$ cat config.mk
export PLATFORM = sky130hd
export DESIGN_NAME = ex_mem_stage
export DESIGN_NICKNAME = d
export VERILOG_FILES = /design/src/rtl/ex_mem_stage.sv
export SDC_FILE = /design/constraint.sdc
export NUM_CORES = 1
export LEC_CHECK = 0
export ABC_AREA = 1
export CORE_AREA = 4 4 170 172
export CTS_CLUSTER_SIZE = 10
export DETAILED_ROUTE_END_ITERATION = 10
export DIE_AREA = 0 0 174 176
export PLACE_DENSITY = 0.59
export SYNTH_ARGS = -nofsm -noshare
export SYNTH_HDL_FRONTEND = slang
export SYNTH_SLANG_ARGS = --single-unit
export TNS_END_PERCENT = 100
$ cat constraint.sdc
create_clock -name clk -period 2.4 [get_ports clk]
set_clock_uncertainty 0.2 [all_clocks]
set_input_delay 0.24 -clock clk [delete_from_list [all_inputs] [get_ports clk]]
set_output_delay 0.24 -clock clk [all_outputs]
set_load 0.02 [all_outputs]
$ cat src/rtl/ex_mem_stage.sv
// ---------------------------------------------------------------------------
// ex_mem_stage
//
// EX -> MEM pipeline register built as a two-entry skid buffer (main + skid).
// The main entry is always what the out_* ports present. in_ready depends only
// on registered state, so there is no combinational path from out_ready back
// to in_ready. Taken branches are resolved when the bundle is accepted and
// raise a one-cycle redirect pulse with the target pc + imm.
//
// Ports
//   clk, rst                 clock, synchronous active-high reset
//   in_valid / in_ready      upstream handshake
//   alu_result, zero         ALU result and zero flag
//   rs2_data, rd, pc, imm    store data, destination reg, PC, branch offset
//   reg_write, mem_read,
//   mem_write, branch,
//   branch_type              control bits, branch funct3
//   out_valid / out_ready    downstream handshake
//   out_alu_result,
//   out_rs2_data, out_rd,
//   out_reg_write,
//   out_mem_read,
//   out_mem_write            main-entry payload
//   redirect_valid,
//   redirect_pc              taken-branch pulse and target
//   flush                    drop every held entry
// ---------------------------------------------------------------------------
module ex_mem_stage (
    input  logic        clk,
    input  logic        rst,
    input  logic        in_valid,
    output logic        in_ready,
    input  logic [31:0] alu_result,
    input  logic        zero,
    input  logic [31:0] rs2_data,
    input  logic [4:0]  rd,
    input  logic [31:0] pc,
    input  logic [31:0] imm,
    input  logic        reg_write,
    input  logic        mem_read,
    input  logic        mem_write,
    input  logic        branch,
    input  logic [2:0]  branch_type,
    output logic        out_valid,
    input  logic        out_ready,
    output logic [31:0] out_alu_result,
    output logic [31:0] out_rs2_data,
    output logic [4:0]  out_rd,
    output logic        out_reg_write,
    output logic        out_mem_read,
    output logic        out_mem_write,
    output logic        redirect_valid,
    output logic [31:0] redirect_pc,
    input  logic        flush
);

    // Payload carried downstream: {alu_result, rs2_data, rd, reg_write, mem_read, mem_write}
    localparam int BW = 32 + 32 + 5 + 3;

    logic [BW-1:0] w_in_bundle;
    logic [BW-1:0] r_main;
    logic [BW-1:0] r_skid;
    logic          r_main_valid;
    logic          r_skid_valid;
    logic          r_redirect_valid;
    logic [31:0]   r_redirect_pc;
    logic          w_accept;
    logic          w_xfer;
    logic          w_taken;

    assign w_in_bundle = {alu_result, rs2_data, rd, reg_write, mem_read, mem_write};

    assign in_ready = ~r_skid_valid;
    assign w_accept = in_valid & ~r_skid_valid & ~flush;
    assign w_xfer   = r_main_valid & out_ready;

    // Branch condition from funct3; the ALU has already produced either the
    // equality flag (BEQ/BNE) or a set-less-than bit in alu_result[0].
    always_comb begin
        w_taken = 1'b0;
        case (branch_type)
            3'b000:         w_taken = zero;
            3'b001:         w_taken = ~zero;
            3'b100, 3'b110: w_taken = alu_result[0];
            3'b101, 3'b111: w_taken = ~alu_result[0];
            default:        w_taken = 1'b0;
        endcase
    end

    always_ff @(posedge clk) begin
        if (rst) begin
            r_main           <= '0;
            r_skid           <= '0;
            r_main_valid     <= 1'b0;
            r_skid_valid     <= 1'b0;
            r_redirect_valid <= 1'b0;
            r_redirect_pc    <= '0;
        end else begin
            if (flush) begin
                r_main_valid <= 1'b0;
                r_skid_valid <= 1'b0;
            end else if (r_skid_valid) begin
                // Full: in_ready is low, so only a shift skid -> main can happen.
                if (w_xfer) begin
                    r_main       <= r_skid;
                    r_skid_valid <= 1'b0;
                end
            end else if (w_accept && r_main_valid && !w_xfer) begin
                // Main is stalled: park the new bundle in the skid slot.
                r_skid       <= w_in_bundle;
                r_skid_valid <= 1'b1;
            end else if (w_accept) begin
                // Empty, or main leaving this cycle: new bundle goes to main.
                r_main       <= w_in_bundle;
                r_main_valid <= 1'b1;
            end else if (w_xfer) begin
                r_main_valid <= 1'b0;
            end

            // w_accept already excludes flush, so a flushed branch never redirects.
            r_redirect_valid <= w_accept & branch & w_taken;
            if (w_accept && branch && w_taken) begin
                r_redirect_pc <= pc + imm;
            end
        end
    end

    assign out_valid = r_main_valid;
    assign {out_alu_result, out_rs2_data, out_rd,
            out_reg_write, out_mem_read, out_mem_write} = r_main;
    assign redirect_valid = r_redirect_valid;
    assign redirect_pc    = r_redirect_pc;

endmodule
==> impl_metrics.json, run 1 <==
{
  "grt_pass1_wl_mm": 45.2,
  "setup_slack_ns": 0.299,
  "finalHoldViolations": 0,
  "synth_area_per_cell_sq_um": 6.40,
  "cts_htree_levels": 4,
  "timing.max_cap.violations": 0,
  "preCtsSetupSlack_ns": -0.119,
  "drc": 0,
  "ys_top_cells_by_area": "dfxtp_1, nand2_1, o21ai_0",
  "hp-class": "in -> reg",
  "drive_above_1_share_pct": 4.66,
  "slew_headroom_pct": 76.2,
  "synth_top_area_share_pct": 37.7,
  "grt_util_met3_pct": 3.23,
  "ys_types": 29,
  "synthFlopType": "dfxtp_1",
  "wl_mm": 27.6,
  "syn_area_sq_um": 9510,
  "syn-num-nets": 1663,
  "hpwl_mm": 20.7,
  "grt_max_degree": 86,
  "area_delta_synth_final_pct": 38.0,
  "clock_sinks": 179,
  "gp_congestion": 0.904,
  "start_kind": "input pin",
  "synth_top_cell_by_area": "dfxtp_1",
  "crit_cells": 11,
  "status": "completed",
  "synth_warnings": 0,
  "period_needed_ns": 2.10,
  "core.rowCount": 61,
  "first_pass_iters": 5,
  "crit_type": "in -> reg",
  "required_ns": 2.51,
  "r2r_cells": 6,
  "fillers": 2834,
  "p_per_area_nw_per_um2": 568,
  "wl_per_cell_microns": 13.2,
  "holdWs_ns": 0.171,
  "dp.cells": 2054,
  "instances_no_fill": 2088,
  "synthAdderAreaFrac_pct": 4.29,
  "cp_max_fo": 3,
  "fmax_mhz": 476,
  "ys_async_sr_fraction_pct": 0,
  "cts_made_buffers": 17,
  "cts_resized": 0,
  "start_util_pct": 34.6,
  "drt_iter0_drc": 621,
  "critPathTopFamily": "buffers and inverters",
  "power.leakage_uw": 0.00601,
  "cts_tree": "built",
  "cts_buffer_depth": 2,
  "crit_buf_inv": 3,
  "core_sq_um": 27500,
  "syn_inst": 1485,
  "synth_edf_count": 0,
  "viasPerCell": 4.62,
  "die_w_microns": 174,
  "cp_slowest_stage_delay_ns": 0.42,
  "crit_path_frequent_cell": "nand2_1",
  "synth_compound_area_share_pct": 19.5,
  "antenna_found_initial": 3,
  "num_vias": 9653,
  "hold_depth": 3,
  "synth_top_family_by_area": "simple AND/OR/NAND/NOR gates",
  "io_pins": 253,
  "fin_crit_sh_pct": 87.5,
  "grt_util_met1_pct": 22.8,
  "busiest_layer": "met2",
  "insertion_delay_ns": 0.42,
  "clk_pin_slew_ns": 0.08,
  "die_area_sq_um": 30600,
  "synthMuxAreaShare_pct": 0,
  "tightestPinTransition_ns": 0.356,
  "drv_slew": 0,
  "vdd_drop_max_mv": 0.445,
  "grt_use_total_pct": 17.8,
  "seq_area_frac_synth_pct": 37.7,
  "yosysMostFrequentCell": "nand2_1",
  "post_cts_buffers": 0,
  "cp_data_arrival_time_ns": 2.21,
  "grt_util_met2_pct": 30.0,
  "cpMaxStageDelayCell": "fa_1",
  "ys_ff_latch": 179,
  "cp_cell_sequence": "clkdlybuf4s50_1 -> ha_1 -> fa_1 -> buf_4 -> nand2_1 -> nand3_1 -> nand2_1 -> nand2_1 -> buf_4 -> xnor2_1 -> a21oi_1",
  "grt_pass1_vias": 9066,
  "crit_path_end_kind": "register",
  "nets": 1905,
  "clockRootBuffer": "clkbuf_16",
  "die_h_microns": 176,
  "synthSimpleGateAreaFrac_pct": 23.5,
  "synthTopCellsByCount": "nand2_1, inv_1, o21ai_0",
  "grt_overflow": 0,
  "hold_buffers": 0,
  "setup_viol": 0,
  "io_buffers": 252,
  "fin_util_pct": 47.8,
  "synth_xor_area_share_pct": 1.38,
  "ant_nets": 0,
  "rsz0062_at_grt": "no"
}
worst register-to-register path: stages, from the launching register on:
cell and delay [ns]:
dfxtp_4 0.45, nor3_4 0.27, nand3_2 0.15, o2111ai_4 0.15
buf_12 0.29, o21ai_0 0.20, a21oi_1 0.13
per-stage QoR:
stage / cell area (sq um) / power [uW] / setup TNS (ns)
2_1_floorplan: 9510 / 4060 / 0
3_3_place_gp: 12500 / 4790 / -0.520
3_5_place_dp: 12500 / 4800 / -1.09
4_1_cts: 13100 / 7550 / 0
5_1_grt: 13100 / 7840 / 0
6_report: 13100 / 7450 / 0
cell type report:
cell class              instances  area, sq um  area share [%]
multi-input cells             981         4630            35.3
clock buffers                  18          439            3.35
inverters                     254          955            7.27
clock inverters                14          140            1.07
flip-flops and latches        179         3590            27.3
well taps                     346          433            3.30
diodes                          2         5.00          0.0381
repair buffers                294         2940            22.4
metal layers:
metal	routed length, microns	up-vias
met5	20	-
met4	650	2
met2	13000	218
met1	12800	4278
met3	1140	38
li1	-	5117
kinds of logic after synthesis:
kind of cell             after synthesis
flip-flops                           179
adder cells (fa/ha/maj)               32
XOR/XNOR                              15
AO/OA/AOI/OAI                        363
buffers and inverters                325
AND/OR/NAND/NOR                      571
sequential cells by signal, indices dropped and copies added, names as in the netlist:
register	cells
r_main	72
r_skid	72
redirect_pc	32
out_valid	1
r_skid_valid	1
redirect_valid	1
placed cells by master, fill, tap and decap left out, types with 15 or more instances in the layout:
cell type        instances
nand2_1                367
clkdlybuf4s50_1        252
inv_1                  251
o21ai_0                194
dfxtp_1                178
nor2_1                 149
a21oi_1                148
nand3_1                 44
buf_4                   34
ha_1                    31
clkbuf_16               17
o21ai_1                 15
power breakdown:
group          internal (uW)  leakage [uW]  switching [uW]  total (uW)
clock network           1410      0.000283            1320        2730
registers               3090       0.00146            64.9        3150
logic                    740       0.00426             830        1570
worst paths after layout:
path / startpoint / to / slack [ns]
max: pc[0] / redirect_pc[14] / 0.30
min: alu_result[4] / r_skid[44] / 0.17
max reg2reg: r_skid_valid / r_main[46] / 0.49
min reg2reg: r_main[70] / r_main[70] / 0.24
Note: power is estimated with default switching activity, not from simulation.
==> run 2, diff against run 1 <==
--- a/config.mk
+++ b/config.mk
@@ -6,11 +6,11 @@
 export NUM_CORES = 1
 export LEC_CHECK = 0
 export ABC_AREA = 1
-export CORE_AREA = 4 4 170 172
+export CORE_AREA = 2 2 154 156
 export CTS_CLUSTER_SIZE = 10
 export DETAILED_ROUTE_END_ITERATION = 10
-export DIE_AREA = 0 0 174 176
-export PLACE_DENSITY = 0.59
+export DIE_AREA = 0 0 156 158
+export PLACE_DENSITY = 0.68
 export SYNTH_ARGS = -nofsm -noshare
 export SYNTH_HDL_FRONTEND = slang
 export SYNTH_SLANG_ARGS = --single-unit
==> impl_metrics.json, run 2 (synthesized netlist as in run 1, its figures left out) <==
{
  "layout_commonest_cell": "nand2_1",
  "wl_mm": 26.6,
  "p_per_area_nw_per_um2": 580,
  "io_pins": 253,
  "gp_congestion": 0.930,
  "grt_use_total_pct": 21.4,
  "timing.max_cap.violations": 0,
  "min_from": "alu_result[1]",
  "nets": 1913,
  "insertion_delay_ns": 0.43,
  "die_h_microns": 158,
  "cts_tree": "built",
  "start_util_pct": 41.2,
  "cts_resized": 0,
  "tightestPinTransition_ns": 0.374,
  "start_kind": "register",
  "drive_above_1_share_pct": 5.09,
  "clk_pin_slew_ns": 0.08,
  "post_cts_buffers": 0,
  "area_delta_synth_final_pct": 38.6,
  "holdWs_ns": 0.167,
  "finalHoldViolations": 0,
  "ant_nets": 0,
  "grt_max_degree": 96,
  "cts_htree_levels": 4,
  "cp-startpoint": "r_skid_valid",
  "core_sq_um": 23100,
  "slew_headroom_pct": 75.1,
  "cts_buffer_depth": 2,
  "vdd_drop_max_mv": 0.340,
  "die_area_sq_um": 24600,
  "num_vias": 9744,
  "fmax_mhz": 448,
  "power.leakage_uw": 0.00608,
  "required_ns": 1.96,
  "hp-class": "in -> reg",
  "setup_viol": 0,
  "fin_crit_sh_pct": 93.0,
  "io_buffers": 252,
  "clockRootBuffer": "clkbuf_16",
  "drc": 0,
  "first_pass_iters": 6,
  "grt_pass1_vias": 8983,
  "grt_overflow": 0,
  "cp_data_arrival_time_ns": 1.79,
  "viasPerCell": 4.78,
  "period_needed_ns": 2.23,
  "cts_made_buffers": 17,
  "grt_pass1_wl_mm": 42.6,
  "core.rowCount": 56,
  "die_w_microns": 156,
  "rsz0062_at_grt": "no",
  "timing.rr.start": "r_skid_valid",
  "drt_iter0_drc": 515,
  "layout_common_cells": "nand2_1, clkdlybuf4s50_1, inv_1",
  "hold_buffers": 0,
  "crit_type": "reg -> out",
  "drv_slew": 0,
  "fin_util_pct": 57.2,
  "antenna_found_initial": 2,
  "hpwl_mm": 19.7,
  "tns_ns": 0,
  "crit_path_end_kind": "output pin",
  "status": "completed",
  "wl_per_cell_microns": 13.0,
  "cp_max_fo": 15,
  "clock_sinks": 179
}
[run 2: power breakdown]
| part | switching (uW) | leakage [uW] | internal, uW | total, uW |
|---|---|---|---|---|
| registers | 65.0 | 0.00146 | 3090 | 3150 |
| logic | 833 | 0.00431 | 747 | 1580 |
| clock network | 1390 | 0.000306 | 1520 | 2920 |
| total | 2290 | 0.00608 | 5360 | 7650 |
[run 2: final timing paths]
check,depth (start not counted),to,slack (ns)
min reg2reg,2,r_main[36],0.24
min,3,r_skid[41],0.17
max,3,in_ready,0.17
max reg2reg,5,r_main[52],0.40
[run 2: metal layers]
metal	GRT usage, %	up-vias	share of wire [%]
met1	26.1	4304	44
met3	3.67	39	4.6
met2	37.7	259	48
met5	0	-	0
met4	8.52	0	3.2
li1	-	5142	-
[run 2: stage by stage]
step                total power [uW]  setup WS [ns]  instance area (sq um)  cells
floorplan                       4060          0.421                   9510   1485
global placement                4790        -0.0712                  12500   2006
detailed placement              4800         -0.103                  12500   2006
CTS                             7720          0.153                  13200   2038
global route                    8030         0.0867                  13200   2039
finish                          7650          0.167                  13200   2040
[run 2: critical path, cell delays in order, from the launching register on]
cell	delay [ns]
dfxtp_4	0.47
buf_4	0.26
inv_1	0.08
clkdlybuf4s50_1	0.55
[run 2: layout make-up]
class / count / area, sq um
fillers: 2258 / 9870
multi-input cells: 981 / 4630
flip-flops and latches: 179 / 3590
repair buffers: 302 / 3010
inverters: 254 / 956
clock buffers: 17 / 425
well taps: 290 / 363
clock inverters: 15 / 208
diodes: 2 / 5.00
==> run 3, diff against run 2 <==
--- a/config.mk
+++ b/config.mk
@@ -10,7 +10,9 @@
 export CTS_CLUSTER_SIZE = 10
 export DETAILED_ROUTE_END_ITERATION = 10
 export DIE_AREA = 0 0 156 158
+export MAX_ROUTING_LAYER = met4
 export PLACE_DENSITY = 0.68
+export SLEW_MARGIN = 20
 export SYNTH_ARGS = -nofsm -noshare
 export SYNTH_HDL_FRONTEND = slang
 export SYNTH_SLANG_ARGS = --single-unit
==> impl_metrics.json, run 3 (synthesized netlist as in run 1, its figures left out) <==
{
  "status": "completed",
  "period_needed_ns": 2.20,
  "crit_type": "reg -> out",
  "core_sq_um": 23100,
  "wl_per_cell_microns": 13.1,
  "slew_headroom_pct": 75.4,
  "cp_max_fo": 24,
  "setup_viol": 0,
  "hp-class": "in -> reg",
  "core.rowCount": 56,
  "layout_common_cells": "nand2_1, clkdlybuf4s50_1, inv_1",
  "start_util_pct": 41.2,
  "layout_commonest_cell": "nand2_1",
  "grt_overflow": 0,
  "clk_pin_slew_ns": 0.07,
  "first_pass_iters": 5,
  "finalHoldViolations": 0,
  "totalPowerFinal_uw": 7560,
  "insertion_delay_ns": 0.43,
  "fin_crit_sh_pct": 91.8,
  "tightestPinTransition_ns": 0.369,
  "hold_buffers": 0,
  "die_h_microns": 158,
  "cpMaxStageDelayCell": "clkdlybuf4s50_1",
  "hpwl_mm": 19.9,
  "ant_nets": 0,
  "rsz0062_at_grt": "no",
  "die_area_sq_um": 24600,
  "drv_slew": 0,
  "viasPerCell": 4.77,
  "drt_iter0_drc": 496,
  "die_w_microns": 156,
  "io_buffers": 252,
  "grt_pass1_wl_mm": 42.7,
  "num_vias": 9733,
  "fmax_mhz": 454,
  "gp_congestion": 0.922,
  "cts_htree_levels": 4,
  "cts_made_buffers": 17,
  "clock_sinks": 179,
  "cts_tree": "built",
  "required_ns": 1.96,
  "p_per_area_nw_per_um2": 574,
  "io_pins": 253,
  "cp_cell_sequence": "buf_4 -> inv_1 -> clkdlybuf4s50_1",
  "antenna_found_initial": 4,
  "cp_slowest_stage_delay_ns": 0.54,
  "grt_use_total_pct": 22.1,
  "crit_path_end_kind": "output pin",
  "nets": 1913,
  "cts_resized": 0,
  "fin_area_sq_um": 13200,
  "cp_data_arrival_time_ns": 1.76,
  "fin_util_pct": 57.1,
  "grt_pass1_vias": 8812,
  "grt_max_degree": 95,
  "vdd_drop_max_mv": 0.358,
  "clockRootBuffer": "clkbuf_16",
  "drc": 0,
  "drive_above_1_share_pct": 5.09,
  "placed_area_sq_um": 12500,
  "tns_ns": 0,
  "area_delta_synth_final_pct": 38.4,
  "wl_mm": 26.7,
  "timing.max_cap.violations": 0,
  "power.leakage_uw": 0.00606,
  "post_cts_buffers": 0,
  "cts_buffer_depth": 2,
  "start_kind": "register"
}
-- run 3: changes by cell type in the layout (fill, tap and decap cells not counted) --
cell,change
inv_12,-1
clkinvlp_4,+2
diode_2,+2
inv_4,+1
inv_6,+1
clkinv_4,-1
clkbuf_8,+1
clkinv_8,-3
-- run 3: final cells by class --
class                      instances  area [sq um]
timing repair buffer             302          3010
clock inverter                    14           164
clock buffer                      18           439
antenna                            4          10.0
multi-input combinational        981          4630
fill                            2243          9900
tap                              290           363
inverter                         254           956
sequential                       179          3590
-- run 3: path summary, 6_finish.rpt --
path	start	endpoint	slack, ns	cells after the start
min	alu_result[1]	r_skid[41]	0.17	3
max	r_skid_valid	in_ready	0.20	3
max reg2reg	r_skid_valid	r_main[49]	0.43	6
min reg2reg	r_main[34]	r_main[34]	0.24	2
-- run 3: critical path: cells and delay by family (launching register included) --
family | cells | cell delay, ns
buffers and inverters | 3 | 0.92
flip-flops | 1 | 0.40
-- run 3: layer usage --
metal,share of wire [%],track usage (%)
met5,0,-
met4,2.7,8.74
met3,4.7,3.09
met2,48,37.1
met1,44,26.8
-- run 3: through the flow --
stage / worst slack (ns) / hold slack, ns / instances
after floorplan: 0.421 / 0.183 / 1485
after global placement: -0.0852 / 0.230 / 2006
after detailed placement: -0.153 / 0.234 / 2006
after CTS: 0.177 / 0.155 / 2038
after global routing: 0.121 / 0.180 / 2042
final: 0.197 / 0.169 / 2042
-- run 3: where the power goes --
part	switching, uW	internal (uW)
combinational	836	748
sequential	64.0	3090
clock	1310	1510
total	2210	5350
